--- src/rtl/sonar_sequencer.sv ---
// Sequences up to six ultrasonic rangers: triggers each enabled sonar from the
// highest index down, times its echo in microseconds and hands out one result per sonar.
module sonar_sequencer #(
  parameter int CLK_MHZ    = 50,
  parameter int TRIG_US    = 10,
  parameter int RISE_TO_US = 1000,
  parameter int MAX_US     = 30000,
  parameter int GAP_US     = 50
) (
  input  logic        clk,
  input  logic        rst,
  input  logic        cfg_wr,
  input  logic [5:0]  cfg_mask,
  output logic [5:0]  trig,
  input  logic [5:0]  echo,
  output logic [27:0] res_data,
  output logic        res_valid,
  input  logic        res_ready,
  output logic        busy,
  output logic        done,
  output logic [2:0]  state_dbg
);

  // Result handshake: res_data is held stable while res_valid is high; the
  // result is consumed on the rising edge where res_valid && res_ready.
  typedef enum logic [2:0] {
    IDLE      = 3'd0,
    TRIG      = 3'd1,
    WAIT_RISE = 3'd2,
    MEASURE   = 3'd3,
    OUT       = 3'd4,
    GAP       = 3'd5
  } state_t;

  localparam logic [15:0] PRE_LAST  = 16'(CLK_MHZ - 1);
  localparam logic [15:0] TRIG_LAST = 16'(TRIG_US - 1);
  localparam logic [15:0] RISE_LAST = 16'(RISE_TO_US - 1);
  localparam logic [15:0] MAX_LAST  = 16'(MAX_US - 1);
  localparam logic [15:0] MAX_W     = 16'(MAX_US);
  localparam logic [15:0] GAP_LAST  = 16'(GAP_US - 1);

  state_t      state, state_d;
  logic [15:0] pre;
  logic        tick;
  logic [15:0] cnt, cnt_d;
  logic [2:0]  sel, sel_d;
  logic [5:0]  mask_q, mask_d;
  logic [27:0] res_q, res_d;
  logic        done_q, done_d;
  logic [5:0]  echo_meta, echo_sync;
  logic        echo_s, echo_prev;
  logic [5:0]  below;
  logic [3:0]  first_bit, next_bit;

  // Returns {found, index} of the highest set bit.
  function automatic logic [3:0] top_bit(input logic [5:0] m);
    top_bit = '0;
    for (int i = 0; i < 6; i++)
      if (m[i]) top_bit = {1'b1, 3'(i)};
  endfunction

  assign tick      = (pre == PRE_LAST);
  assign echo_s    = echo_sync[sel];
  assign below     = (6'd1 << sel) - 6'd1;
  assign first_bit = top_bit(cfg_mask);
  assign next_bit  = top_bit(mask_q & below);

  always_ff @(posedge clk) begin
    if (rst) begin
      state     <= IDLE;
      pre       <= '0;
      cnt       <= '0;
      sel       <= '0;
      mask_q    <= '0;
      res_q     <= '0;
      done_q    <= 1'b0;
      echo_meta <= '0;
      echo_sync <= '0;
      echo_prev <= 1'b0;
    end else begin
      state     <= state_d;
      pre       <= tick ? '0 : pre + 16'd1;
      cnt       <= cnt_d;
      sel       <= sel_d;
      mask_q    <= mask_d;
      res_q     <= res_d;
      done_q    <= done_d;
      echo_meta <= echo;
      echo_sync <= echo_meta;
      echo_prev <= echo_s;
    end
  end

  always_comb begin
    state_d = state;
    cnt_d   = cnt;
    sel_d   = sel;
    mask_d  = mask_q;
    res_d   = res_q;
    done_d  = 1'b0;
    case (state)
      IDLE: begin
        if (cfg_wr && cfg_mask != 6'd0) begin
          mask_d  = cfg_mask;
          sel_d   = first_bit[2:0];
          cnt_d   = '0;
          state_d = TRIG;
        end
      end
      TRIG: begin
        if (tick) begin
          if (cnt == TRIG_LAST) begin
            cnt_d   = '0;
            state_d = WAIT_RISE;
          end else cnt_d = cnt + 16'd1;
        end
      end
      WAIT_RISE: begin
        // echo_prev tracks the selected sonar, so an echo already high on entry is no edge
        if (echo_s && !echo_prev) begin
          cnt_d   = '0;
          state_d = MEASURE;
        end else if (tick) begin
          if (cnt == RISE_LAST) begin
            res_d   = {1'b0, sel, 1'b1, 7'd0, 16'hFFFF};
            state_d = OUT;
          end else cnt_d = cnt + 16'd1;
        end
      end
      MEASURE: begin
        if (!echo_s) begin
          res_d   = {1'b0, sel, 1'b0, 7'd0, cnt};
          state_d = OUT;
        end else if (tick) begin
          if (cnt == MAX_LAST) begin
            res_d   = {1'b0, sel, 1'b1, 7'd0, MAX_W};
            state_d = OUT;
          end else cnt_d = cnt + 16'd1;
        end
      end
      OUT: begin
        if (res_ready) begin
          cnt_d   = '0;
          state_d = GAP;
        end
      end
      GAP: begin
        if (tick) begin
          if (cnt == GAP_LAST) begin
            cnt_d = '0;
            if (next_bit[3]) begin
              sel_d   = next_bit[2:0];
              state_d = TRIG;
            end else begin
              state_d = IDLE;
              done_d  = 1'b1;
            end
          end else cnt_d = cnt + 16'd1;
        end
      end
      default: state_d = IDLE;
    endcase
    // A zero-mask write while busy aborts and overrides any same-cycle acceptance
    if (cfg_wr && cfg_mask == 6'd0 && state != IDLE) begin
      state_d = IDLE;
      cnt_d   = '0;
      done_d  = 1'b0;
    end
  end

  assign trig      = (state == TRIG) ? (6'd1 << sel) : 6'd0;
  assign res_valid = (state == OUT);
  assign res_data  = res_q;
  assign busy      = (state != IDLE);
  assign done      = done_q;
  assign state_dbg = state;

endmodule

--- config.mk ---
export PLATFORM = sky130hd
export DESIGN_NAME = sonar_sequencer
export DESIGN_NICKNAME = d
export VERILOG_FILES = /design/src/rtl/sonar_sequencer.sv
export SDC_FILE = /design/constraint.sdc
export NUM_CORES = 1
export LEC_CHECK = 0
export CAP_MARGIN = 20
export CELL_PAD_IN_SITES_DETAIL_PLACEMENT = 1
export CELL_PAD_IN_SITES_GLOBAL_PLACEMENT = 1
export CORE_MARGIN = 8
export CORE_UTILIZATION = 30
export DETAILED_ROUTE_END_ITERATION = 10
export PLACE_DENSITY = 0.62
export SLEW_MARGIN = 30
export SYNTH_ARGS = -nofsm -noshare
export SYNTH_HDL_FRONTEND = slang
export SYNTH_SLANG_ARGS = --single-unit
--- constraint.sdc ---
create_clock -name clk -period 7.5 [get_ports clk]
set_clock_uncertainty 0.15 [all_clocks]
set_input_delay 0.75 -clock clk [delete_from_list [all_inputs] [get_ports clk]]
set_output_delay 0.75 -clock clk [all_outputs]
set_load 0.02 [all_outputs]
# After elaboration in Yosys (flattened, before gate mapping)
# Cells that the tools add are included.
[totals]
regBits = 86
input_bits = 16
out_inout_bits = 40
[op_classes]
addsub = 3
bitwise_logic = 4
order_cmp = 1
n_reduce_logical = 20
shift = 1
muxes = 54
eq_ne = 28
[op_table]
columns = ["cell", "count"]
rows = [
  ["2-to-1 mux 16 bit", 12],
  ["2-to-1 mux 28 bit", 6],
  ["case mux 16 bit (6 select lines)", 1],
  ["2-to-1 mux 3 bit", 21],
  ["case mux 28 bit (2 select lines)", 1],
  ["adder 16 x 1 -> 16 bit, second input constant", 2],
  ["== test 16 x 6 -> 1 bit, second input constant", 2],
  ["2-to-1 mux 4 bit", 6],
  ["inequality test 2 bit, second input constant", 12],
  ["AND reduction 10 bit", 2],
  ["case mux 3 bit (6 select lines)", 1],
  ["== test 16 x 10 -> 1 bit, second input constant", 1],
  ["== test 16 x 15 -> 1 bit, second input constant", 1],
  ["== test 16 x 4 -> 1 bit, second input constant", 1],
  ["inequality test 3 bit, second input constant", 5],
  ["nonzero test 6 bit", 2],
  ["AND 6 bit", 1],
  ["== test 3 x 2 -> 1 bit, second input constant", 2],
  ["== test 3 bit, second input constant", 2],
  ["zero test 6 bit", 1],
  ["2-to-1 mux 6 bit", 1],
  ["case mux 3 bit (2 select lines)", 1],
  ["AND reduction 6 bit", 1],
  ["<< shifter 1 x 3 -> 6 bit, first input constant", 1],
  ["other kinds (16)", 25],
]

# Depth between registers and ports, before layout
# Gate-level depths: netlist of the first run.
[logic_depth]
depth_word = 13
depth_mapped = 11
ltp_nobuf = 10

# Least setup slack after synthesis of the first run
# No wires, ideal clock.
[synth_timing]
path_kind = "flip-flop to flip-flop"
startpoint = "register sel[2]"
endpoint = "register sel[0]"
stages_incl_launch_ff = 12
slack_ns = 4.577
arrival_time_ns = 2.703
period_less_slack_ns = 2.923
path_cell_list = "dfxtp_1 > clkbuf_1 > clkbuf_1 > or3_1 > ha_1 > or3b_2 > a21oi_1 > o21ai_0 > nand4_1 > a21oi_1 > or3_1 > a21oi_1"
[synth_between]
elab_chain_cells = 12
[synth_lines]
columns = ["element", "line_no", "text"]
rows = [
  ["start: declaration", "46", "logic [2:0] sel, sel_d;"],
  ["start signal: assignment", "84", "sel <= sel_d;"],
  ["<< shifter 1 x 3 -> 6 bit (*)", "64", "assign below = (6'd1 << sel) - 6'd1;"],
  ["subtractor 6 x 1 -> 6 bit (*)", "64", ""],
  ["AND 6 bit (*)", "66", "assign next_bit = top_bit(mask_q & below);"],
  ["2-to-1 mux 4 bit (4 in a row)", "59", "if (m[i]) top_bit = {1'b1, 3'(i)};"],
  ["2-to-1 mux 4 bit (*)", "59", ""],
  ["2-to-1 mux 3 bit", "151", "if (next_bit[3]) begin"],
  ["2-to-1 mux 3 bit", "149", "if (cnt == GAP_LAST) begin"],
  ["2-to-1 mux 3 bit", "148", "if (tick) begin"],
  ["case mux 3 bit (2 select lines)", "101", "case (state)"],
]
# Every way passes the cells marked *; elsewhere a longest branch is shown, timed or not. The select of a mux whose other input is x is not followed.
# A chain may end at the register's enable or synchronous reset.

# Final worst setup path of the first run
[layout_timing]
startpoint = "register sel[0]"
endpoint = "register sel[2]"
# The elaborated chain is that of the path after synthesis.

==> results.toml, run 1 <==
[worst_setup_path]
critical_path.startpoint = "sel[0]"
arrival_ns = 3.50
endpoint_kind = "flip-flop"
timing.reg2reg.setup_slack_ns = 4.13
critPathLaunchType = "flip-flop"
crit_path_max_fanout = 12
rr_endpoint = "sel[2]"
critical_path_required_ns = 7.62
setup.worst_path.class = "flip-flop to flip-flop"
crit-reg2reg-launch = "sel[0]"
worstRegToRegCells = 10

[synthesis]
synth_edf_count = 0
synthesis.area_sq_um = 3820
synth-async-reset-ratio = 0
post_synth_fa_ha_maj_area_fraction = 0.0164
yosys_warnings = 0
distinct_cell_type_count_after_synthesis = 55
synth_compound_gate_area_share = 0.166
syn_area_per_cell_sq_um = 8.37
ys_top_cells_by_area = "sky130_fd_sc_hd__dfxtp_1 (41%), sky130_fd_sc_hd__nor2_1 (5.5%), sky130_fd_sc_hd__a21oi_1 (4.6%), sky130_fd_sc_hd__nand2_1 (3.5%), sky130_fd_sc_hd__mux2i_1 (3.1%)"
yosys_register_bits = 78
synth.top_cell.area_share = 0.408
simple_gate_share_of_the_synthesized_area = 0.295
cell_count_after_synthesis = 457
synthFlopType = "sky130_fd_sc_hd__dfxtp_1"
synth_top_cell_by_area = "sky130_fd_sc_hd__dfxtp_1"
post_synth_mux_area_share = 0.0314
synth_top_family_by_area = "simple AND/OR/NAND/NOR gates"
synth_seq_area_share = 0.408
yosys.area_share.xor_xnor = 0.0298

[timing]
fin_crit_ns = 3.37
grt_setup_unrepaired = "no"
slew_headroom = 0.383
timing.fmax_mhz = 297
worstMarginPinSlew_ns = 0.922
timing.final.ws_setup_ns = 4.13
fin_hold_ws_ns = 0.289
finalMaxSlewViolations = 0
setup_total_negative_slack_ns = 0
setup_violations = 0
fin_hold_viols = 0
final_min_period_over_clock_period = 0.450

[clock_tree]
cts.hold.buffers_added = 0
worst_setup_hold_path_clk_slew_ns = 0.06
cts-root-buf = "sky130_fd_sc_hd__clkbuf_16"
clk-insertion-delay-late_ns = 0.34
cts.repair.resized = 0
h-tree-depth = 3
cts_setup_buffers = 0
cts.sink_count = 78
ctsLongestPathBuffers = 2
tritoncts.num_buffers = 9
tritoncts = "yes"

[global_route]
globalRouteTotalUtil = 0.139
grt_remaining_overflow = 0
grt_antenna_before_repair = 0
first_global_vias = 3523
grt_start_max_net_pins = 38
global_route_wire_length_before_repair_microns = 18300

[route]
ant_nets = 0
drt_drc_violations_left = 0
avgRoutedWirePerCell_microns = 16.6
routed_via_density = 5.21
firstDrtPassIters = 4
detailedRoute.firstIterationViolations = 155
finalWirelength_microns = 11100
dr_vias = 3474

[power]
clock_power_share = 0.334
power.share.switching = 0.359
combPwrFrac = 0.277
power.net_switching_mw = 0.449
pd_cells_nw_per_um2 = 267
power_leakage_nw = 1.65
power.internal_mw = 0.802
pwr-share-seq = 0.388
max-vdd-ir-drop_v = 0.000114

[final_layout]
antenna_cells_inserted = 0
layout_filler_cell_count = 1539
area.growth.synth_to_final_pct = 22.3
most-common-layout-cells = "sky130_fd_sc_hd__dfxtp_1 (78), sky130_fd_sc_hd__nor2_1 (56), sky130_fd_sc_hd__clkdlybuf4s50_1 (47), sky130_fd_sc_hd__nand2_1 (36), sky130_fd_sc_hd__a21oi_1 (35)"
most_common_library_cell_in_the_layout_ignoring_fill_and_taps = "sky130_fd_sc_hd__dfxtp_1"
drive_above_1_share = 0.0747
finalNetCount = 511
final_cells = 667
multi_input_comb_area_sq_um = 2100
seq_area_sq_um = 1560

[die]
fp.dieW_microns = 129
start_util = 0.305
floorplan.die.height_microns = 129
io_pins = 56
row_cnt = 41
die_area_sq_um = 16600
core_area_sq_um = 12500

[place]
place.gp.congestion = 0.845
post-place-ws_ns = 3.86
placed_cells_incl_taps = 651
port_buffers = 47
hpwlAfterDp_microns = 8040

[run]
drv_cap = 0

[min_path]
worst_min_path_start = "echo_meta[0]"
timing.hold.worst_endpoint = "echo_sync[0]"
worst_hold_path.num_cells = 1
worst_min_delay_path_category = "flip-flop to flip-flop"

[outcome]
outcome = "completed"
power groups by stage:
stage	sequential, mW	combinational [mW]	clock, mW
2_1_floorplan	0.480	0.245	0
3_5_place_dp	0.495	0.348	0
5_1_grt	0.491	0.380	0.449
6_report	0.486	0.347	0.418
3_3_place_gp	0.493	0.342	0
4_1_cts	0.485	0.350	0.433
metrics by stage:
step | total power, mW | utilization | area, sq um
6_report | 1.25 | 0.374 | 4680
5_1_grt | 1.32 | 0.374 | 4680
4_1_cts | 1.27 | 0.374 | 4680
3_5_place_dp | 0.843 | 0.351 | 4390
3_3_place_gp | 0.835 | 0.351 | 4390
2_1_floorplan | 0.725 | - | 3850
worst max path at each step:
stage                   end  slack, ns  cells past startpoint
detailed placement  cnt[13]       3.86                      8
floorplan            sel[0]       4.58                     11
finish               sel[2]       4.13                     10
CTS                  sel[2]       4.14                     10
global placement    cnt[13]       3.87                      8
global route         sel[2]       3.90                     10
Yosys cell counts (3+ instances only):
cell,count
sky130_fd_sc_hd__a31oi_1,4
sky130_fd_sc_hd__nand4_1,9
sky130_fd_sc_hd__a211oi_1,5
sky130_fd_sc_hd__nand3_1,17
sky130_fd_sc_hd__dfxtp_1,78
sky130_fd_sc_hd__nor3b_1,5
sky130_fd_sc_hd__ha_1,5
sky130_fd_sc_hd__and4b_1,3
sky130_fd_sc_hd__or4_1,7
sky130_fd_sc_hd__clkbuf_1,19
sky130_fd_sc_hd__buf_4,8
sky130_fd_sc_hd__xor2_1,10
sky130_fd_sc_hd__buf_2,6
sky130_fd_sc_hd__mux2i_1,12
sky130_fd_sc_hd__nor4_1,5
sky130_fd_sc_hd__inv_1,9
sky130_fd_sc_hd__nand2b_1,3
sky130_fd_sc_hd__o22ai_1,3
sky130_fd_sc_hd__o31ai_1,3
sky130_fd_sc_hd__nor2_1,56
sky130_fd_sc_hd__nor3_1,20
sky130_fd_sc_hd__or3_1,10
sky130_fd_sc_hd__and4_1,3
sky130_fd_sc_hd__nand2_1,36
sky130_fd_sc_hd__nor2b_1,16
sky130_fd_sc_hd__xnor2_1,3
sky130_fd_sc_hd__a21oi_1,35
sky130_fd_sc_hd__and3_1,7
sky130_fd_sc_hd__o211ai_1,4
sky130_fd_sc_hd__nand3b_1,3
sky130_fd_sc_hd__o21ai_0,15
sky130_fd_sc_hd__o221a_2,8
per-layer routing:
layer  track usage  vias up  share of wire
met1         0.173     1680           0.46
li1              -     1704              -
met4        0.0574        0          0.026
met5             0        -              0
met3        0.0422       19          0.059
met2         0.219       71           0.46
state kept, by name (all words and copies together), names as in the netlist:
| name | cells |
|---|---|
| cnt | 16 |
| done | 1 |
| echo_meta | 6 |
| echo_prev | 1 |
| echo_sync | 6 |
| mask_q | 6 |
| pre | 16 |
| res_data | 20 |
| sel | 3 |
| state_dbg | 3 |
cells by family (layout without fill, tap and decap cells):
| kind of cell | after synthesis | in the layout |
|---|---|---|
| buffers and inverters | 43 | 74 |
| other | 1 | 8 |
| AO/OA/AOI/OAI | 92 | 92 |
| flip-flops | 78 | 78 |
| adder cells (fa/ha/maj) | 5 | 5 |
| AND/OR/NAND/NOR | 213 | 213 |
| multiplexers | 12 | 12 |
| XOR/XNOR | 13 | 13 |
critical path: stages, from the launching register on:
cell	delay, ns
sky130_fd_sc_hd__dfxtp_1	0.58
sky130_fd_sc_hd__inv_1	0.18
sky130_fd_sc_hd__or3_1	0.40
sky130_fd_sc_hd__ha_1	0.26
sky130_fd_sc_hd__or3b_2	0.45
sky130_fd_sc_hd__a21oi_1	0.13
sky130_fd_sc_hd__o21ai_0	0.20
sky130_fd_sc_hd__nand4_1	0.21
sky130_fd_sc_hd__a21oi_1	0.17
sky130_fd_sc_hd__or3_1	0.43
sky130_fd_sc_hd__a21oi_1	0.14
cell type report:
type / instances / share of cell area
clock buffers: 9 / 0.0482
clock inverters: 7 / 0.0123
inverters: 10 / 0.00803
multi-input cells: 343 / 0.449
flip-flops and latches: 78 / 0.334
well taps: 172 / 0.0460
repair buffers: 48 / 0.102
Note: power is estimated with default switching activity, not from simulation.
==> run 2: changes to the inputs <==
Settings changed: PLACE_DENSITY 0.62 to 0.64.
Clock period 7.5 ns to 3 ns, I/O delays scaled along.
==> run 2 against run 1 <==
Compared with the run above: register-to-register slack lost 4.0 ns; critical path depth did not move; first-iteration DRC count is 12% higher; via count up 2.5%; global-route usage increased by 0.63 points; maximum frequency up 19%; total power increased to 2.7 times the previous value; routed wire length is 4.7% higher; highest routed layer unchanged.
==> results.toml, run 2 (same netlist as run 1, synthesis figures left out) <==
[outcome]
outcome = "completed"

[min_path]
worst_min_path_start = "echo_meta[2]"
worst_min_delay_path_category = "flip-flop to flip-flop"

[route]
routed_via_density = 5.14
drt_drc_violations_left = 0
avgRoutedWirePerCell_microns = 16.8
detailedRoute.firstIterationViolations = 174
ant_nets = 0
finalWirelength_microns = 11600
dr_vias = 3560
firstDrtPassIters = 4

[place]
hpwlAfterDp_microns = 8570
placed_cells_incl_taps = 677
place.gp.congestion = 0.846
port_buffers = 47

[run]
drv_cap = 0

[worst_setup_path]
endpoint_kind = "flip-flop"
setup.worst_path.class = "flip-flop to flip-flop"
critical_path_required_ns = 3.12
crit_path_max_fanout = 5
crit-reg2reg-launch = "sel[0]"
arrival_ns = 2.94
critical_path.startpoint = "sel[0]"
critPathLaunchType = "flip-flop"

[die]
row_cnt = 41
io_pins = 56
fp.dieW_microns = 129
die_area_sq_um = 16600
start_util = 0.305
core_area_sq_um = 12500
floorplan.die.height_microns = 129

[final_layout]
final_cells = 692
finalNetCount = 537
layout_filler_cell_count = 1499
area.growth.synth_to_final_pct = 28.4
multi_input_comb_area_sq_um = 2110
largest_register_ffs = 20
seq_area_sq_um = 1560
drive_above_1_share = 0.121
most-common-layout-cells = "sky130_fd_sc_hd__dfxtp_1 (76), sky130_fd_sc_hd__nor2_1 (56), sky130_fd_sc_hd__clkdlybuf4s50_1 (47), sky130_fd_sc_hd__nand2_1 (36), sky130_fd_sc_hd__a21oi_1 (35)"
most_common_library_cell_in_the_layout_ignoring_fill_and_taps = "sky130_fd_sc_hd__dfxtp_1"
antenna_cells_inserted = 0

[power]
total_power_mw = 3.33
pd_cells_nw_per_um2 = 678
max-vdd-ir-drop_v = 0.000277
power_leakage_nw = 1.79

[timing]
worstMarginPinSlew_ns = 0.585
finalMaxSlewViolations = 0
setup_total_negative_slack_ns = 0
fin_hold_viols = 0
grt_setup_unrepaired = "yes"
slew_headroom = 0.606
setup_violations = 0
timing.fmax_mhz = 354
fin_crit_ns = 2.82
final_min_period_over_clock_period = 0.941

[global_route]
grt_antenna_before_repair = 0
global_route_wire_length_before_repair_microns = 19000
globalRouteTotalUtil = 0.145
first_global_vias = 3559
grt_remaining_overflow = 0
grt_start_max_net_pins = 36

[clock_tree]
cts_setup_buffers = 0
clk-insertion-delay-late_ns = 0.34
cts.sink_count = 78
ctsLongestPathBuffers = 2
tritoncts = "yes"
worst_setup_hold_path_clk_slew_ns = 0.06
tritoncts.num_buffers = 9
h-tree-depth = 3
cts.hold.buffers_added = 0
cts-root-buf = "sky130_fd_sc_hd__clkbuf_16"
[run 2: changes by cell type in the layout (fill, tap and decap cells not counted), sizes merged]
cell,change
buf,+26
bufinv,+1
clkbuf,+1
clkinv,+1
clkinvlp,-1
inv,-3
[run 2: what timing repair did]
item / in CTS / in global routing
resized for setup: 0 / 5
endpoints found under the hold margin: 0 / 0
endpoints found under the setup margin: 0 / 18
[run 2: area by class of cell]
cell class | instances | area share
Inverter | 10 | 0.00765
Timing Repair Buffer | 74 | 0.140
Sequential cell | 78 | 0.319
Clock buffer | 10 | 0.0487
Tap cell | 172 | 0.0438
Multi-Input combinational cell | 343 | 0.429
Clock inverter | 5 | 0.0122
[run 2: final timing paths]
| check | slack [ns] | depth (start not counted) | endpoint |
|---|---|---|---|
| max | 0.18 | 10 | sel[0] |
| min | 0.29 | 1 | echo_sync[2] |
| max reg2reg | 0.18 | 10 | sel[0] |
| min reg2reg | 0.29 | 1 | echo_sync[2] |
[run 2: through the flow]
step	hold slack, ns	setup WS [ns]	util	instance area [sq um]
after floorplan	0.264	0.0768	-	3850
after detailed placement	0.281	0.130	0.367	4590
after CTS	0.296	0.114	0.391	4890
after global routing	0.309	-0.0217	0.392	4910
final	0.290	0.177	0.392	4910
after global placement	0.268	0.204	0.367	4590
[run 2: where the power goes]
part / switching [mW] / internal [mW] / total [mW] / leakage, nW
logic: 0.619 / 0.438 / 1.06 / 1.02
clock network: 0.440 / 0.663 / 1.10 / 0.145
registers: 0.0630 / 1.11 / 1.17 / 0.635
[run 2: worst max-delay path: stages (launching register included)]
cell and delay [ns]:
sky130_fd_sc_hd__dfxtp_2 0.36, sky130_fd_sc_hd__inv_1 0.09, sky130_fd_sc_hd__or3_1 0.38, sky130_fd_sc_hd__ha_1 0.26, sky130_fd_sc_hd__or3b_2 0.45, sky130_fd_sc_hd__a21oi_1 0.13, sky130_fd_sc_hd__o21ai_0 0.15, sky130_fd_sc_hd__nand4_1 0.12
sky130_fd_sc_hd__a21oi_1 0.12, sky130_fd_sc_hd__or3_1 0.40, sky130_fd_sc_hd__a21oi_1 0.15
[run 2: metal layers]
metal,vias to the layer above,track usage,share of wire
li1,1749,-,-
met1,1731,0.200,0.50
met2,67,0.211,0.43
met3,13,0.0352,0.055
met4,0,0.0608,0.017
met5,-,0,0
